<file path="config.mk">
export PLATFORM = sky130hd
export DESIGN_NAME = sprite_rom_arbiter_flat
export DESIGN_NICKNAME = d
export VERILOG_FILES = /design/src/rtl/sprite_mem_pkg.sv /design/src/rtl/sprite_rom_arbiter_if.sv /design/src/rtl/rr_arbiter.sv /design/src/rtl/sprite_rom_arbiter.sv /design/src/flat_wrapper.sv
export SDC_FILE = /design/constraint.sdc
export NUM_CORES = 1
export LEC_CHECK = 0
export CAP_MARGIN = 10
export CORE_MARGIN = 4
export CORE_UTILIZATION = 41
export CTS_CLUSTER_DIAMETER = 50
export DETAILED_ROUTE_END_ITERATION = 12
export GPL_ROUTABILITY_DRIVEN = 0
export PLACE_DENSITY = 0.92
export SKIP_LAST_GASP = 1
export SLEW_MARGIN = 15
export SYNTH_ARGS = -nofsm -noshare
export SYNTH_HDL_FRONTEND = slang
export SYNTH_SLANG_ARGS = --single-unit
</file>
<file path="constraint.sdc">
create_clock -name Clk -period 2.2 [get_ports Clk]
set_input_delay 0.55 -clock Clk [delete_from_list [all_inputs] [get_ports Clk]]
set_output_delay 0.55 -clock Clk [all_outputs]
set_load 0.05 [all_outputs]
</file>
<file path="src/rtl/sprite_mem_pkg.sv">
// Shared constants and types for the sprite ROM access path.
//   SPRITE_ADDR_W / SPRITE_DATA_W : geometry of the on-chip sprite ROM
//   REQ_*                         : fixed requester slot assignment
//   tag_t                         : entry of the read-return tag pipeline
package sprite_mem_pkg;

    localparam int unsigned SPRITE_ADDR_W = 18;
    localparam int unsigned SPRITE_DATA_W = 8;

    localparam int unsigned REQ_BG      = 0;
    localparam int unsigned REQ_FIREBOY = 1;
    localparam int unsigned REQ_ICEGIRL = 2;
    localparam int unsigned REQ_MISC    = 3;

    // Wide enough for up to 8 requesters.
    localparam int unsigned TAG_IDX_W = 3;

    typedef struct packed {
        logic                 valid;
        logic [TAG_IDX_W-1:0] idx;
    } tag_t;

endpackage

</file>
<file path="src/rtl/sprite_rom_arbiter_if.sv">
// Bus bundle between the sprite renderers, the arbiter and the sprite ROM.
//   req/req_addr      : per-requester read request and packed word address
//   gnt               : one-hot grant (ready), combinational from req
//   rvalid/rdata      : one-hot return strobe, broadcast pixel byte
//   rom_addr/rom_rd   : registered ROM address and read enable
//   rom_q             : ROM output data
// Modports:
//   master : the environment side (renderers plus the ROM itself)
//   slave  : the arbiter
interface sprite_rom_arbiter_if #(
    parameter int unsigned NUM_REQ = 4,
    parameter int unsigned ADDR_W  = 18,
    parameter int unsigned DATA_W  = 8
);

    logic [NUM_REQ-1:0]        req;
    logic [NUM_REQ*ADDR_W-1:0] req_addr;
    logic [NUM_REQ-1:0]        gnt;
    logic [NUM_REQ-1:0]        rvalid;
    logic [DATA_W-1:0]         rdata;
    logic [ADDR_W-1:0]         rom_addr;
    logic                      rom_rd;
    logic [DATA_W-1:0]         rom_q;

    modport master (
        output req, req_addr, rom_q,
        input  gnt, rvalid, rdata, rom_addr, rom_rd
    );

    modport slave (
        input  req, req_addr, rom_q,
        output gnt, rvalid, rdata, rom_addr, rom_rd
    );

endinterface

</file>
<file path="src/rtl/rr_arbiter.sv">
// Combinational round-robin priority selector.
//   req_i : request vector
//   ptr_i : index with highest priority this cycle (must be < N)
//   gnt_o : one-hot grant to the first request at or above ptr_i,
//           wrapping modulo N; zero when no request is present
module rr_arbiter #(
    parameter  int unsigned N  = 4,
    localparam int unsigned PW = (N > 1) ? $clog2(N) : 1
) (
    input  logic [N-1:0]  req_i,
    input  logic [PW-1:0] ptr_i,
    output logic [N-1:0]  gnt_o
);

    logic [N-1:0]   rot_req;
    logic [N-1:0]   rot_gnt;
    logic [2*N-1:0] gnt_dbl;
    logic           found;

    // Rotate so ptr_i lands at bit 0, pick the lowest set bit, rotate back.
    always_comb begin
        rot_req = N'({req_i, req_i} >> ptr_i);
        rot_gnt = '0;
        found   = 1'b0;
        for (int unsigned j = 0; j < N; j++) begin
            if (rot_req[j] && !found) begin
                rot_gnt[j] = 1'b1;
                found      = 1'b1;
            end
        end
        gnt_dbl = {{N{1'b0}}, rot_gnt} << ptr_i;
        gnt_o   = gnt_dbl[N-1:0] | gnt_dbl[2*N-1:N];
    end

endmodule

</file>
<file path="src/rtl/sprite_rom_arbiter.sv">
// Shares the single sprite ROM read port among the per-frame renderers.
// One requester is granted per cycle in round-robin order; its address is
// registered onto the ROM port the following cycle and a tag travels down a
// ROM_LAT+1 deep pipeline so the returned byte is steered back to the right
// requester ROM_LAT+2 cycles after the grant.
// Ports:
//   Clk         : pixel clock
//   Reset_n     : asynchronous active-low reset
//   frame_start : one-cycle vblank pulse, restarts round-robin at index 0
//   bus         : requester/ROM bundle (slave side)
module sprite_rom_arbiter
    import sprite_mem_pkg::*;
#(
    parameter int unsigned NUM_REQ = 4,
    parameter int unsigned ADDR_W  = SPRITE_ADDR_W,
    parameter int unsigned DATA_W  = SPRITE_DATA_W,
    parameter int unsigned ROM_LAT = 2
) (
    input  logic                 Clk,
    input  logic                 Reset_n,
    input  logic                 frame_start,
    sprite_rom_arbiter_if.slave  bus
);

    localparam int unsigned PW    = (NUM_REQ > 1) ? $clog2(NUM_REQ) : 1;
    localparam int unsigned DEPTH = ROM_LAT + 1;

    logic [PW-1:0]      rr_ptr_q, rr_ptr_d;
    logic [ADDR_W-1:0]  rom_addr_q, rom_addr_d;
    logic               rom_rd_q, rom_rd_d;
    logic [NUM_REQ-1:0] rvalid_q, rvalid_d;
    logic [DATA_W-1:0]  rdata_q, rdata_d;
    tag_t               tag_q [DEPTH];
    tag_t               tag_d;
    tag_t               tag_last;

    logic [NUM_REQ-1:0] arb_gnt;
    logic [NUM_REQ-1:0] gnt;
    logic               grant_any;
    logic [PW-1:0]      grant_idx;
    logic [ADDR_W-1:0]  grant_addr;

    rr_arbiter #(
        .N (NUM_REQ)
    ) u_rr_arbiter (
        .req_i (bus.req),
        .ptr_i (rr_ptr_q),
        .gnt_o (arb_gnt)
    );

    // gnt is combinational, so it is masked while reset is held to keep the
    // renderers from seeing a handshake the datapath cannot accept.
    always_comb begin
        gnt        = Reset_n ? arb_gnt : '0;
        grant_any  = 1'b0;
        grant_idx  = '0;
        grant_addr = '0;
        for (int unsigned i = 0; i < NUM_REQ; i++) begin
            if (gnt[i]) begin
                grant_any  = 1'b1;
                grant_idx  = PW'(i);
                grant_addr = bus.req_addr[i*ADDR_W +: ADDR_W];
            end
        end
    end

    assign tag_last = tag_q[DEPTH-1];

    always_comb begin
        rr_ptr_d   = rr_ptr_q;
        rom_addr_d = rom_addr_q;
        rom_rd_d   = grant_any;
        rdata_d    = rdata_q;
        rvalid_d   = '0;

        // frame_start takes precedence over the post-grant pointer advance;
        // the grant in the same cycle still proceeds through the pipeline.
        if (frame_start) begin
            rr_ptr_d = '0;
        end else if (grant_any) begin
            rr_ptr_d = (grant_idx == PW'(NUM_REQ - 1)) ? '0 : grant_idx + PW'(1);
        end

        if (grant_any) begin
            rom_addr_d = grant_addr;
        end

        tag_d.valid = grant_any;
        tag_d.idx   = TAG_IDX_W'(grant_idx);

        for (int unsigned i = 0; i < NUM_REQ; i++) begin
            rvalid_d[i] = tag_last.valid && (tag_last.idx == TAG_IDX_W'(i));
        end
        if (tag_last.valid) begin
            rdata_d = bus.rom_q;
        end
    end

    always_ff @(posedge Clk or negedge Reset_n) begin
        if (!Reset_n) begin
            rr_ptr_q   <= '0;
            rom_addr_q <= '0;
            rom_rd_q   <= 1'b0;
            rvalid_q   <= '0;
            rdata_q    <= '0;
            for (int unsigned i = 0; i < DEPTH; i++) begin
                tag_q[i] <= '0;
            end
        end else begin
            rr_ptr_q   <= rr_ptr_d;
            rom_addr_q <= rom_addr_d;
            rom_rd_q   <= rom_rd_d;
            rvalid_q   <= rvalid_d;
            rdata_q    <= rdata_d;
            tag_q[0]   <= tag_d;
            for (int unsigned i = 1; i < DEPTH; i++) begin
                tag_q[i] <= tag_q[i-1];
            end
        end
    end

    assign bus.gnt      = gnt;
    assign bus.rvalid   = rvalid_q;
    assign bus.rdata    = rdata_q;
    assign bus.rom_addr = rom_addr_q;
    assign bus.rom_rd   = rom_rd_q;

endmodule

</file>
<file path="src/flat_wrapper.sv">
// flat-port wrapper written by rule: the top's interface ports become plain ports
module sprite_rom_arbiter_flat import sprite_mem_pkg::*;
#(
    parameter int unsigned NUM_REQ = 4,
    parameter int unsigned ADDR_W  = SPRITE_ADDR_W,
    parameter int unsigned DATA_W  = SPRITE_DATA_W,
    parameter int unsigned ROM_LAT = 2
)
  (Clk, Reset_n, frame_start, bus_req, bus_req_addr, bus_rom_q, bus_gnt, bus_rvalid, bus_rdata, bus_rom_addr, bus_rom_rd);
  sprite_rom_arbiter_if #(.NUM_REQ(NUM_REQ), .ADDR_W(ADDR_W), .DATA_W(DATA_W)) bus_i ();
  input  logic Clk;
  input  logic Reset_n;
  input  logic frame_start;
  input wire logic [$bits(bus_i.req)-1:0] bus_req;
  input wire logic [$bits(bus_i.req_addr)-1:0] bus_req_addr;
  input wire logic [$bits(bus_i.rom_q)-1:0] bus_rom_q;
  output wire logic [$bits(bus_i.gnt)-1:0] bus_gnt;
  output wire logic [$bits(bus_i.rvalid)-1:0] bus_rvalid;
  output wire logic [$bits(bus_i.rdata)-1:0] bus_rdata;
  output wire logic [$bits(bus_i.rom_addr)-1:0] bus_rom_addr;
  output wire logic [$bits(bus_i.rom_rd)-1:0] bus_rom_rd;
  assign bus_i.req = bus_req;
  assign bus_i.req_addr = bus_req_addr;
  assign bus_i.rom_q = bus_rom_q;
  assign bus_gnt = bus_i.gnt;
  assign bus_rvalid = bus_i.rvalid;
  assign bus_rdata = bus_i.rdata;
  assign bus_rom_addr = bus_i.rom_addr;
  assign bus_rom_rd = bus_i.rom_rd;
  sprite_rom_arbiter #(.NUM_REQ(NUM_REQ), .ADDR_W(ADDR_W), .DATA_W(DATA_W), .ROM_LAT(ROM_LAT)) u_core (.Clk(Clk), .Reset_n(Reset_n), .frame_start(frame_start), .bus(bus_i));
endmodule
</file>
==> impl_metrics.ini <==
[status]
outcome = finished clean

[power]
leakagePower_nw = 1.66
power_density_nw_per_um2 = 619
peakVddDrop_uv = 474
finalPower_mw = 2.47

[detailed_routing]
num_vias = 2579
wl_per_cell_um = 18.3
ant_nets = 0
wirelength_mm = 8.23
avgViaCountPerCell = 5.74
drt_iter0_drc = 154
drc = 0
drtPass1Iterations = 4

[sta]
clock.fmax_mhz = 462
tightest_slew_ps = 552
setup_viol = 0
fin_skew_ps = 6.68
slew_violations = 0
fin_crit_ps = 2160
maxSlewHeadroom_pct = 63.1
hold_violations = 0
min_period_over_period_pct = 98.4
tns_ps = 0

[die]
die_w_um = 85.5
die_area_um2 = 7310
dieHeight_um = 85.5
rows = 27
core_um2 = 5680
start_util_pct = 43.4
boundaryPins = 122

[global_routing]
antenna_found_initial = 0
grt_pass1_wl_mm = 13.1
first_global_vias = 2581
grt_overflow = 0
grt_max_degree = 48
grt_use_total_pct = 22.6

[clock_tree]
cts_buffers = 5
clock_sinks = 41
cts.clk_slew.worst_paths_ps = 80
htree_levels = 2
root_buffer = clkbuf_8
clk_path_buf_depth = 2
cts_tree = done
clk_latency_ps = 300
ctsHoldBuffers = 0

[synth]
synth_cells = 245
ys_ff_latch = 41
synth_top_area_share_pct = 41.6
yosys.cell_types.count = 42
syn_nets = 332
synth_area_per_cell_um2 = 10.1
synth-seq-area-share_pct = 41.6
synth_area_um2 = 2460
yosysWarnings = 0
synth_largest_area_cell = dfrtp_1
netlist_top_cells_area = dfrtp_1, o41ai_1, a221oi_1, a31oi_1, nand3_1

[worst_setup_path]
timing.rr.end = u_core.bus.rom_addr[10]
required_ps = 1650
crit_buf_inv = 4
endpoint_kind = output port
arrival_ps = 1610
path_max_fanout = 3
reg2reg_from = u_core.rr_ptr_q[1]
critical_path.slowest_cell = or2_4
critPathMaxStageDelay_ps = 240
worstPathCellList = clkdlybuf4s15_1, buf_4, or2_4, a21oi_2, o21bai_1, inv_2, buf_8
cpLargestDelayFamily = buffers and inverters
rr_worst_depth = 7
ff2ff_setup_slack_ps = 240
crit_path_start_kind = primary input
path_class = primary input to output port

[finish]
finalNetCount = 464
seq_area_um2 = 1030
multi_input_area_um2 = 1190
drive_above_1_share_pct = 18.0
area_growth_syn_to_layout_pct = 62.0
most-common-layout-cells = clkdlybuf4s50_1, dfrtp_1, o41ai_1, buf_4
n_antenna_cell = 0
stdcell_count = 449
final_common_cell = clkdlybuf4s50_1
nFillCells = 417
fin_area_um2 = 3990

[hold_path]
hold_path_class = register to register
min_to = u_core.tag_last[0]
hp-start = u_core.tag_q[4]
hold_depth = 0

[placed_design]
port_buffers = 121
placed_area_um2 = 3840
dp.final_hpwl_mm = 6.35
dp_cells = 438

[job]
maxCapViolations = 0
==> registers in the layout, summed over array words and instances (netlist names) <==
signal               flops
u_core.bus.rom_rd        1
u_core.bus.rom_addr     18
u_core.bus.rdata         8
u_core.bus.rvalid        4
u_core.tag_last          3
u_core.tag_q             5
u_core.rr_ptr_q          2
==> metrics by stage <==
step                      hold slack (ps)  setup slack, ps  utilization [%]
after global routing                  363            -8.07             70.3
after detailed placement              342             -287             67.7
after CTS                             358             18.8             69.9
after floorplan                       254              107                -
final                                 350             35.7             70.3
after global placement                332             -200             67.7
==> worst max-delay path by stage <==
stage               start                       to  slack, ps  cells past startpoint
2_1_floorplan  bus_req[1]               bus_gnt[2]        110                      7
3_3_place_gp   bus_req[3]  u_core.bus.rom_addr[10]       -200                      7
3_5_place_dp   bus_req[3]  u_core.bus.rom_addr[10]       -290                      7
4_1_cts        bus_req[3]               bus_gnt[1]         20                      7
5_1_grt        bus_req[3]               bus_gnt[2]         -8                      7
6_report       bus_req[3]               bus_gnt[2]         40                      7
==> cells in the mapped netlist (all sizes together) <==
cell type and instances:
dfrtp 41, o41ai 37, inv 22, a31oi 20, nand3 19, a221oi 18
buf 18, nand2b 12, clkbuf 10, mux2 8, nand2 7, or2b 7
nor2 3, a211oi 2, a21oi 2, o21ba 2, o21bai 2, or2 2
a211o 1, a21bo 1, a21boi 1, a21o 1, and2 1, and3 1
and3b 1, clkinv 1, nand3b 1, nor2b 1, nor3b 1, o211a 1
o21ai 1
==> layout make-up <==
| class | instances | share of cell area, % |
|---|---|---|
| Timing Repair Buffer | 153 | 37.4 |
| Multi-Input combinational cell | 153 | 29.7 |
| Sequential cell | 41 | 25.7 |
| Tap cell | 72 | 2.26 |
| Inverter | 23 | 2.23 |
| Clock buffer | 5 | 1.72 |
| Clock inverter | 2 | 0.878 |
==> logic make-up after synthesis <==
| logic type | count (synthesis) | synth area share (%) |
|---|---|---|
| flops | 41 | 41.6 |
| mux | 8 | 3.66 |
| compound gates | 89 | 30.5 |
| simple gates | 56 | 13.3 |
| buf+inv | 51 | 10.9 |
==> per-layer routing <==
metal | share of wire (%) | vias up | GRT usage, %
li1 | - | 1210 | -
met1 | 41 | 1271 | 27.8
met2 | 53 | 88 | 39.9
met3 | 5.2 | 10 | 3.46
met4 | 1.7 | 0 | 8.20
met5 | 0 | - | 0
==> power by group <==
part / internal (mW) / switching [mW] / total [mW]
sequential: 0.838 / 0.0483 / 0.887
clock: 0.330 / 0.256 / 0.585
combinational: 0.438 / 0.561 / 0.999
total: 1.61 / 0.865 / 2.47
==> repair_timing <==
| action | in CTS | in global routing |
|---|---|---|
| buffers inserted | 2 | 2 |
| gates resized for setup | 9 | 6 |
| setup endpoints to repair | 4 | 3 |
| pin swaps | 2 | 3 |
Power figures use the tool's default switching activity.
